==> src/rtl/free_slot_list.sv <==
// free_slot_list: 32-entry free-slot tracker with dual allocate (lowest/highest)
// and dual release, free count, empty flag and illegal-release pulse.
module free_slot_list #(
    parameter int unsigned NUM_ENTRIES = 32,
    parameter int unsigned IDX_W       = 5
) (
    input  logic             clock,
    input  logic             reset,
    input  logic [1:0]       alloc_req,
    input  logic [1:0]       free_en,
    input  logic [IDX_W-1:0] free_idx0,
    input  logic [IDX_W-1:0] free_idx1,
    output logic [IDX_W-1:0] alloc_idx_low,
    output logic [IDX_W-1:0] alloc_idx_high,
    output logic [1:0]       alloc_valid,
    output logic [1:0]       alloc_gnt,
    output logic [IDX_W:0]   free_count,
    output logic             empty,
    output logic             free_err
);

    localparam int unsigned CNT_W = IDX_W + 1;

    logic [NUM_ENTRIES-1:0] free_mask;
    logic [NUM_ENTRIES-1:0] free_mask_next;
    logic [NUM_ENTRIES-1:0] grant_mask;
    logic [NUM_ENTRIES-1:0] rel_mask;
    logic [CNT_W-1:0]       free_count_next;
    logic                   rel0_ok;
    logic                   rel1_ok;
    logic                   err_next;

    // Lowest and highest free slot; both read 0 when nothing is free.
    always_comb begin
        alloc_idx_low  = '0;
        alloc_idx_high = '0;
        for (int i = NUM_ENTRIES - 1; i >= 0; i--) begin
            if (free_mask[i]) alloc_idx_low = IDX_W'(i);
        end
        for (int i = 0; i < NUM_ENTRIES; i++) begin
            if (free_mask[i]) alloc_idx_high = IDX_W'(i);
        end
    end

    // Port 1 needs two free slots so the two grants never collide.
    always_comb begin
        alloc_valid[0] = (free_count >= CNT_W'(1));
        alloc_valid[1] = (free_count >= CNT_W'(2));
        alloc_gnt      = alloc_req & alloc_valid;
    end

    // Grant/release decode, legality checks and next-state computation.
    always_comb begin
        grant_mask = '0;
        if (alloc_gnt[0]) grant_mask[alloc_idx_low]  = 1'b1;
        if (alloc_gnt[1]) grant_mask[alloc_idx_high] = 1'b1;

        rel0_ok = free_en[0] && !free_mask[free_idx0] && !grant_mask[free_idx0];
        // On a duplicate index port 0 wins and port 1 is the offender.
        rel1_ok = free_en[1] && !free_mask[free_idx1] && !grant_mask[free_idx1]
                  && !(free_en[0] && (free_idx0 == free_idx1));

        rel_mask = '0;
        if (rel0_ok) rel_mask[free_idx0] = 1'b1;
        if (rel1_ok) rel_mask[free_idx1] = 1'b1;

        err_next = (free_en[0] && !rel0_ok) || (free_en[1] && !rel1_ok);

        free_mask_next  = (free_mask & ~grant_mask) | rel_mask;
        free_count_next = free_count + CNT_W'(rel0_ok) + CNT_W'(rel1_ok)
                          - CNT_W'(alloc_gnt[0]) - CNT_W'(alloc_gnt[1]);
    end

    // State and status registers; reset overrides any same-cycle activity.
    always_ff @(posedge clock) begin
        if (reset) begin
            free_mask  <= '1;
            free_count <= CNT_W'(NUM_ENTRIES);
            empty      <= 1'b0;
            free_err   <= 1'b0;
        end else begin
            free_mask  <= free_mask_next;
            free_count <= free_count_next;
            empty      <= (free_count_next == '0);
            free_err   <= err_next;
        end
    end

endmodule

==> config.mk <==
export PLATFORM = sky130hd
export DESIGN_NAME = free_slot_list
export DESIGN_NICKNAME = d
export VERILOG_FILES = /design/src/rtl/free_slot_list.sv
export SDC_FILE = /design/constraint.sdc
export NUM_CORES = 1
export LEC_CHECK = 0
export ABC_AREA = 1
export BUFFER_PORTS_ARGS = -buffer_cell sky130_fd_sc_hd__buf_4
export CELL_PAD_IN_SITES_DETAIL_PLACEMENT = 1
export CELL_PAD_IN_SITES_GLOBAL_PLACEMENT = 2
export CORE_ASPECT_RATIO = 2
export CORE_MARGIN = 5
export CORE_UTILIZATION = 34
export CTS_CLUSTER_SIZE = 40
export DETAILED_ROUTE_END_ITERATION = 10
export PLACE_DENSITY = 0.87
export RECOVER_POWER = 100
export SLEW_MARGIN = 10
export SYNTH_ARGS = -nofsm -noshare
export SYNTH_HDL_FRONTEND = slang
export SYNTH_SLANG_ARGS = --single-unit
==> constraint.sdc <==
create_clock -name clock -period 7 [get_ports clock]
set_input_delay 0.7 -clock clock [delete_from_list [all_inputs] [get_ports clock]]
set_output_delay 0.7 -clock clock [all_outputs]
set_load 0.01 [all_outputs]
==> out/summary.txt, run 1 <==
Status: completed
Final hold viol count: 0
Synth top area share: 20.10%
# setup viols final: 0
Hold Crit Class: flop to flop
Pre-Repair DR Iteration Count: 6
Post-Place Cells: 844
IO Port Bufs: 37
Vias/cell: 5.891
CP max stage delay: 460 ps
Area Growth Syn to Fin: 9.579%
Syn Nets: 704
Num rows: 56
Min Tclk post-route: 5830 ps
CTS Root Cell: clkbuf_16
Total Nets Final: 734
Most used cell, CP: nand2_1
Via count: 5013
Final WL: 19.55 mm
Filler cells: 1644
Die Ht: 163.1 um
Hold Crit Depth: 2
Crit. End Element: flop
CTS tree: done
Max-Cap Viols: 0
Ys async rst share: 0%
Final ANT Viol Nets: 0
Cts hold-fix bufs: 0
Post-CTS Setup Bufs: 0
Synth Cell Area: 3984 um2
Clock transition at path regs: 70 ps
Max rail drop VDD: 0.0001061 V
Synth Instances: 676
H-tree levels: 2
Worst-Margin Slew: 1110 ps
Largest net degree at the start of global routing: 25
All-Layer GR Usage: 27.77%
Width of the die: 86.54 um
GPL Wtd Cong: 1.014
Initial antenna violation count: 0
Clock Sinks: 40
Max-slew headroom: 25.99%
Clk Latency, worst-skew pair: 300 ps
Reg-to-Reg End: empty
Die ar.: 14110 um2
Initial core utilization: 34.25%
CP Max Fanout: 6
Hold EP: free_mask[18]
Hold Startpoint: free_mask[18]
Clock Skews: 11.14 ps
Reg2reg path depth: 49
Leak Pwr: 1.755 nW
Hpwl dp: 15.90 mm
Crit-path slowest cell: fa_1
FMAX: 171.5 MHz
Ys flop type: dfxtp_1
Worst r2r src: free_mask[2]
PwrDens: 203.8 nW/um2
Post-synth EDFFs: 0
Arr. time, crit path: 6040 ps
DRC Markers: 0
CP Launch Point: free_mask[2]
Post-CTS sizing: 0
Top cells by area, synth: dfxtp_1 20%, nand2_1 16%, inv_1 9.2%
Final worst path period share: 83.29%
Post-Layout Cell Count: 851
Vias in the first global route: 5426
Seq/Total Area, Yosys: 20.10%
FF+latch count, synth: 40
Grt ovf: 0
Pins Over Slew Limit: 0
ANT cells: 0
Bufs on Longest Clock Path: 2
Worst Path Buf+Inv: 4
Synth unique cells: 42
RSZ-0062 raised after global routing: false
Ports: 38
Setup tns final: 0 ps
Synthesized area per cell: 5.893 um2
WL/cell: 22.97 um
Yosys warning count: 0
Synth area leader: dfxtp_1
CP Data Required Time: 7210 ps
Setup CP Type: flop to flop
Fraction of layout cells with a size suffix above 1: 6.941%
R2r setup slk: 1170 ps
Placeable Area: 11630 um2
First-pass GRT wire length: 29.31 mm
Startpoint Class: flop
Total power: 0.0008895 W
Detailed Route Iter0 Violations: 338
Hold_ws: 569.4 ps
CTS buffer count: 5
Largest delay contributor family on the critical path: simple AND/OR/NAND/NOR gates
## cell usage in the layout, fill, tap and decap left out, types with 2 or more instances in the layout
| cell | synthesis | final |
|---|---|---|
| nand2_1 | 170 | 176 |
| inv_1 | 98 | 102 |
| nor2_1 | 84 | 87 |
| o21ai_0 | 41 | 41 |
| dfxtp_1 | 40 | 40 |
| o22ai_1 | 33 | 33 |
| nand4_1 | 32 | 32 |
| nor3_1 | 32 | 32 |
| clkbuf_1 | 12 | 21 |
| a21oi_1 | 18 | 19 |
| nand3_1 | 18 | 18 |
| buf_4 | 1 | 16 |
| a211oi_1 | 12 | 12 |
| ha_1 | 9 | 9 |
| nand3b_1 | 8 | 8 |
| nand2_2 | 12 | 7 |
| or2_2 | 5 | 5 |
| o2111ai_1 | 5 | 5 |
| o31ai_1 | 5 | 5 |
| clkbuf_16 | 0 | 5 |
| inv_2 | 7 | 3 |
| nor2_2 | 3 | 3 |
| a311oi_1 | 3 | 3 |
| fa_1 | 3 | 3 |
| nor4_1 | 2 | 2 |
| clkinv_1 | 2 | 2 |
| clkinv_2 | 1 | 2 |
| xor2_1 | 2 | 2 |
## final cells by class
class | instances | area, um2 | area share, %
well taps | 145 | 181.4 | 4.156
multi-input cells | 514 | 2640 | 60.48
clock inverters | 2 | 12.51 | 0.2866
repair buffers | 37 | 198.9 | 4.557
clock buffers | 5 | 125.1 | 2.866
inverters | 108 | 406.6 | 9.315
flip-flops and latches | 40 | 800.8 | 18.34
## kinds of logic (layout without fill, tap and decap cells)
group	after synthesis	in the layout	share of synthesized area [%]
AOI/OAI and AO/OA	124	124	19.41
xor gates and xnor gates	2	2	0.4398
adders and majority gates	12	12	4.334
buffers and inverters	122	152	11.81
DFF	40	40	20.10
and+or+nand+nor	376	376	43.91
## worst min-delay path, stage by stage (launching register included)
cell      delay [ps]
dfxtp_1          370
a311oi_1         110
nand2_1           60
## how the worst max path moves through the flow
stage | to | slack [ps] | depth (start not counted)
5_1_grt | empty | 750 | 49
6_report | empty | 1170 | 49
2_1_floorplan | empty | 2560 | 24
4_1_cts | empty | 1390 | 27
3_3_place_gp | empty | 1520 | 27
3_5_place_dp | empty | 1420 | 27
## Yosys cell counts (5+ instances only)
cell       instances
a211oi_1          12
a21oi_1           18
clkbuf_1          12
dfxtp_1           40
ha_1               9
inv_1             98
inv_2              7
nand2_1          170
nand2_2           12
nand3_1           18
nand3b_1           8
nand4_1           32
nor2_1            84
nor3_1            32
o2111ai_1          5
o21ai_0           41
o22ai_1           33
o31ai_1            5
or2_2              5
## stage by stage
stage                     worst slack (ps)  area (um2)  util, %
final                                 1170        4365    37.53
after global routing                 747.0        4365    37.53
after CTS                             1395        4517    38.83
after detailed placement              1424        4379    37.65
after global placement                1518        4379    37.65
after floorplan                       2561        3984        -
## sequential cells by signal (all words and copies together), names as in the netlist
register,count
empty,1
free_mask,32
free_count,6
free_err,1
## metal layers
layer  share of wire (%)  up-vias  GRT usage [%]  routed length, um
li1                    -     2308              -                  -
met1                  34     2335          26.09               6612
met2                  51      250          50.59              10000
met3                 4.5      120          3.836                889
met4                  10        0          24.04               2042
met5                   0        -              0                  0
## report_power, final
| group | switching (W) | internal (W) | total, W |
|---|---|---|---|
| clock | 0.000107 | 0.000130 | 0.000237 |
| sequential | 0.0000148 | 0.000249 | 0.000264 |
| combinational | 0.000276 | 0.000113 | 0.000389 |
No activity file was read; power rests on OpenSTA's default activity.
==> run 2: changes to the inputs <==
--- a/config.mk
+++ b/config.mk
@@ -5,16 +5,16 @@
 export SDC_FILE = /design/constraint.sdc
 export NUM_CORES = 1
 export LEC_CHECK = 0
-export ABC_AREA = 1
+export ABC_AREA = 0
 export BUFFER_PORTS_ARGS = -buffer_cell sky130_fd_sc_hd__buf_4
 export CELL_PAD_IN_SITES_DETAIL_PLACEMENT = 1
 export CELL_PAD_IN_SITES_GLOBAL_PLACEMENT = 2
 export CORE_ASPECT_RATIO = 2
 export CORE_MARGIN = 5
-export CORE_UTILIZATION = 34
+export CORE_UTILIZATION = 36
 export CTS_CLUSTER_SIZE = 40
 export DETAILED_ROUTE_END_ITERATION = 10
-export PLACE_DENSITY = 0.87
+export PLACE_DENSITY = 0.82
 export RECOVER_POWER = 100
 export SLEW_MARGIN = 10
 export SYNTH_ARGS = -nofsm -noshare
==> constraint.sdc (replaced) <==
create_clock -name clock -period 5.4 [get_ports clock]
set_input_delay 0.54 -clock clock [delete_from_list [all_inputs] [get_ports clock]]
set_output_delay 0.54 -clock clock [all_outputs]
set_load 0.01 [all_outputs]
==> out/summary.txt, run 2 <==
Top cells by area, synth: dfxtp_1 20%, mux4_2 9.1%, o221ai_1 5.5%
Hpwl dp: 14.98 mm (-5.8%)
CP Data Required Time: 5630 ps (-1580 ps)
Synth Area in XOR/XNOR: 1.774% (+1.3 points)
Post-CTS sizing: 0 (unchanged)
Min Tclk post-route: 5017 ps (-813.1 ps)
Multiplexer share of the synthesized area: 10.71% (+11 points)
Die Ht: 158.1 um (-3.0%)
Largest net degree at the start of global routing: 37 (+48%)
Ys async rst share: 0% (unchanged)
FF+latch count, synth: 40 (unchanged)
Post-Layout Cell Count: 674 (-21%)
H-tree levels: 2 (unchanged)
Die ar.: 13290 um2 (-5.8%)
Most frequent cell after synthesis: dfxtp_1
Detailed Route Iter0 Violations: 405 (+20%)
Crit. End Element: flop
PwrDens: 247.5 nW/um2 (+21%)
RSZ-0062 raised after global routing: false
Synthesized area per cell: 7.898 um2 (+34%)
Startpoint Class: flop
Synth Cell Area: 3949 um2 (-0.88%)
Bufs on Longest Clock Path: 2 (unchanged)
Biggest register: free_mask
Synth Area in Simple Gates: 25.54% (-18 points)
Initial antenna violation count: 0 (unchanged)
Max-slew headroom: 29.43% (+3.4 points)
Via count: 4615 (-7.9%)
IO Port Bufs: 37 (unchanged)
Max FFs per register: 32 (unchanged)
Num rows: 54 (-3.6%)
Vias/cell: 6.847 (+16%)
Final ANT Viol Nets: 0 (unchanged)
Adder-cell area share of the yosys netlist: 4.373% (+0.038 points)
Post-CTS Setup Bufs: 0 (unchanged)
Total Nets Final: 562 (-23%)
Status: completed
Max-Cap Viols: 0 (unchanged)
CTS tree: done
Synth top area share: 20.28% (+0.18 points)
Post-synth EDFFs: 0 (unchanged)
CTS buffer count: 5 (unchanged)
Seq/Total Area, Yosys: 20.28% (+0.18 points)
All-Layer GR Usage: 28.76% (+0.99 points)
Ports: 38 (unchanged)
CTS Root Cell: clkbuf_16
Clock Skews: 3.713 ps (-7.423 ps)
Worst-Margin Slew: 1059 ps (-51.60 ps)
Routed wire length on met2: 9.703 mm (-3.0%)
Largest regs: free_mask (32), free_count (6)
CP Max Fanout: 7 (+1)
Top post-synthesis cells by count: 40 x dfxtp_1, 39 x inv_1, 39 x nand2_1, 34 x nor2_1, 33 x a21oi_1
First-pass GRT wire length: 28.83 mm (-1.6%)
Placeable Area: 10810 um2 (-7.1%)
Synth unique cells: 65 (+55%)
Grt ovf: 0 (unchanged)
GPL Wtd Cong: 0.9403 (-7.3%)
Commonest non-fill, non-tap cell in the layout: buf_4
Synth area leader: dfxtp_1
Pre-Repair DR Iteration Count: 5 (-1)
ANT cells: 0 (unchanged)
Top layer in use: met4
Syn Nets: 528 (-25%)
Final WL: 18.87 mm (-3.5%)
Post-synthesis compound-gate area fraction: 29.31% (+9.9 points)
Max rail drop VDD: 0.0002052 V (+93%)
Post-Place Cells: 667 (-21%)
Vias in the first global route: 4971 (-8.4%)
Arr. time, crit path: 5250 ps (-790 ps)
Synth Instances: 500 (-26%)
Met3 routed WL: 895 um (+0.67%)
Fraction of layout cells with a size suffix above 1: 16.48% (+9.5 points)
Width of the die: 84.06 um (-2.9%)
Pins Over Slew Limit: 0 (unchanged)
Commonest cells after routing, fill and taps aside: 44 x buf_4, 40 x dfxtp_1, 39 x nand2_1, 39 x inv_1, 34 x nor2_1
Clock transition at path regs: 60 ps (about the same)
WL/cell: 28.00 um (+22%)
Initial core utilization: 36.53% (+2.3 points)
M1 WL: 6.118 mm (-7.5%)
Cts hold-fix bufs: 0 (unchanged)
Largest family of logic cells by synthesized area: compound AO/OA/AOI/OAI gates
Clock Sinks: 40 (unchanged)
Leak Pwr: 1.547 nW (-12%)
Final worst path period share: 92.91% (+9.6 points)
Final hold viol count: 0 (unchanged)
Yosys warning count: 0 (unchanged)
# setup viols final: 0 (unchanged)
Setup tns final: 0 ps (unchanged)
DRC Markers: 0 (unchanged)
FMAX: 199.3 MHz (+16%)
Area Growth Syn to Fin: 13.97%
Ys flop type: dfxtp_1
Hold Crit Class: flop to flop
Clk Latency, worst-skew pair: 290 ps (about the same)
Setup CP Type: flop to flop
run 2: cell types whose count changed in the layout (fill, tap and decap cells not counted), sizes merged, moves of 16 or more:
| cell | change |
|---|---|
| a221oi | +18 |
| nor2 | -56 |
| o221ai | +25 |
| o22ai | -25 |
| nand2 | -144 |
| inv | -66 |
| buf | +28 |
| nor3 | -16 |
| mux4 | +18 |
| o21ai | -22 |
| nand4 | -26 |
run 2: logic make-up after synthesis:
| kind of cell | count (synthesis) |
|---|---|
| AND/OR/NAND/NOR | 185 |
| adder cells (fa/ha/maj) | 12 |
| XOR/XNOR | 8 |
| AO/OA/AOI/OAI | 158 |
| flip-flops | 40 |
| multiplexers | 19 |
| buffers and inverters | 78 |
run 2: routing by layer:
metal	up-vias	GRT usage, %
met5	-	0
met4	0	28.83
met3	118	4.375
met2	254	52.07
met1	2268	26.34
li1	1975	-
run 2: final cells by class:
cell class / count / area, um2
fill: 1362 / 6310
multi-input combinational: 382 / 2831
sequential: 40 / 800.8
timing repair buffer: 66 / 412.9
tap: 140 / 175.2
inverter: 39 / 146.4
clock buffer: 6 / 128.9
clock inverter: 1 / 5.005
run 2: stage by stage:
step / instance area (um2) / total power (W) / setup WS, ps / util (%) / hold slack [ps]
2_1_floorplan: 3949 / 0.0006481 / 788.9 / - / 509.3
3_3_place_gp: 4449 / 0.0008414 / 496.2 / 41.16 / 511.1
3_5_place_dp: 4449 / 0.0008557 / 405.0 / 41.16 / 520.9
4_1_cts: 4583 / 0.001149 / 412.6 / 42.40 / 530.3
5_1_grt: 4501 / 0.001178 / 156.3 / 41.63 / 553.4
6_report: 4501 / 0.001114 / 382.6 / 41.63 / 531.7
run 2: worst max-delay path, cell delays in order, from the launching register on:
cell	delay, ps
dfxtp_1	350
clkbuf_1	230
nor2_1	370
o311ai_0	340
a311o_1	430
a21bo_1	210
o311ai_2	150
a21oi_1	160
a211oi_1	420
fa_1	520
fa_1	410
ha_1	230
fa_1	410
a21o_1	190
a21oi_1	190
xnor2_1	140
nand2_1	80
nor2_1	110
run 2: worst paths after layout:
path | start | endpoint | slack, ps | cells after the start
worst min register to register | free_mask[11] | free_mask[11] | 530 | 2
worst max register to register | free_mask[11] | empty | 380 | 17
worst min-delay path | free_mask[11] | free_mask[11] | 530 | 2
worst max-delay path | free_mask[11] | empty | 380 | 17
run 2: report_power, final:
part           total (W)  internal (W)  leakage (nW)  switching [W]
logic           0.000471      0.000176          1.15       0.000294
registers       0.000353      0.000323         0.326      0.0000306
clock network   0.000290      0.000168        0.0667       0.000122
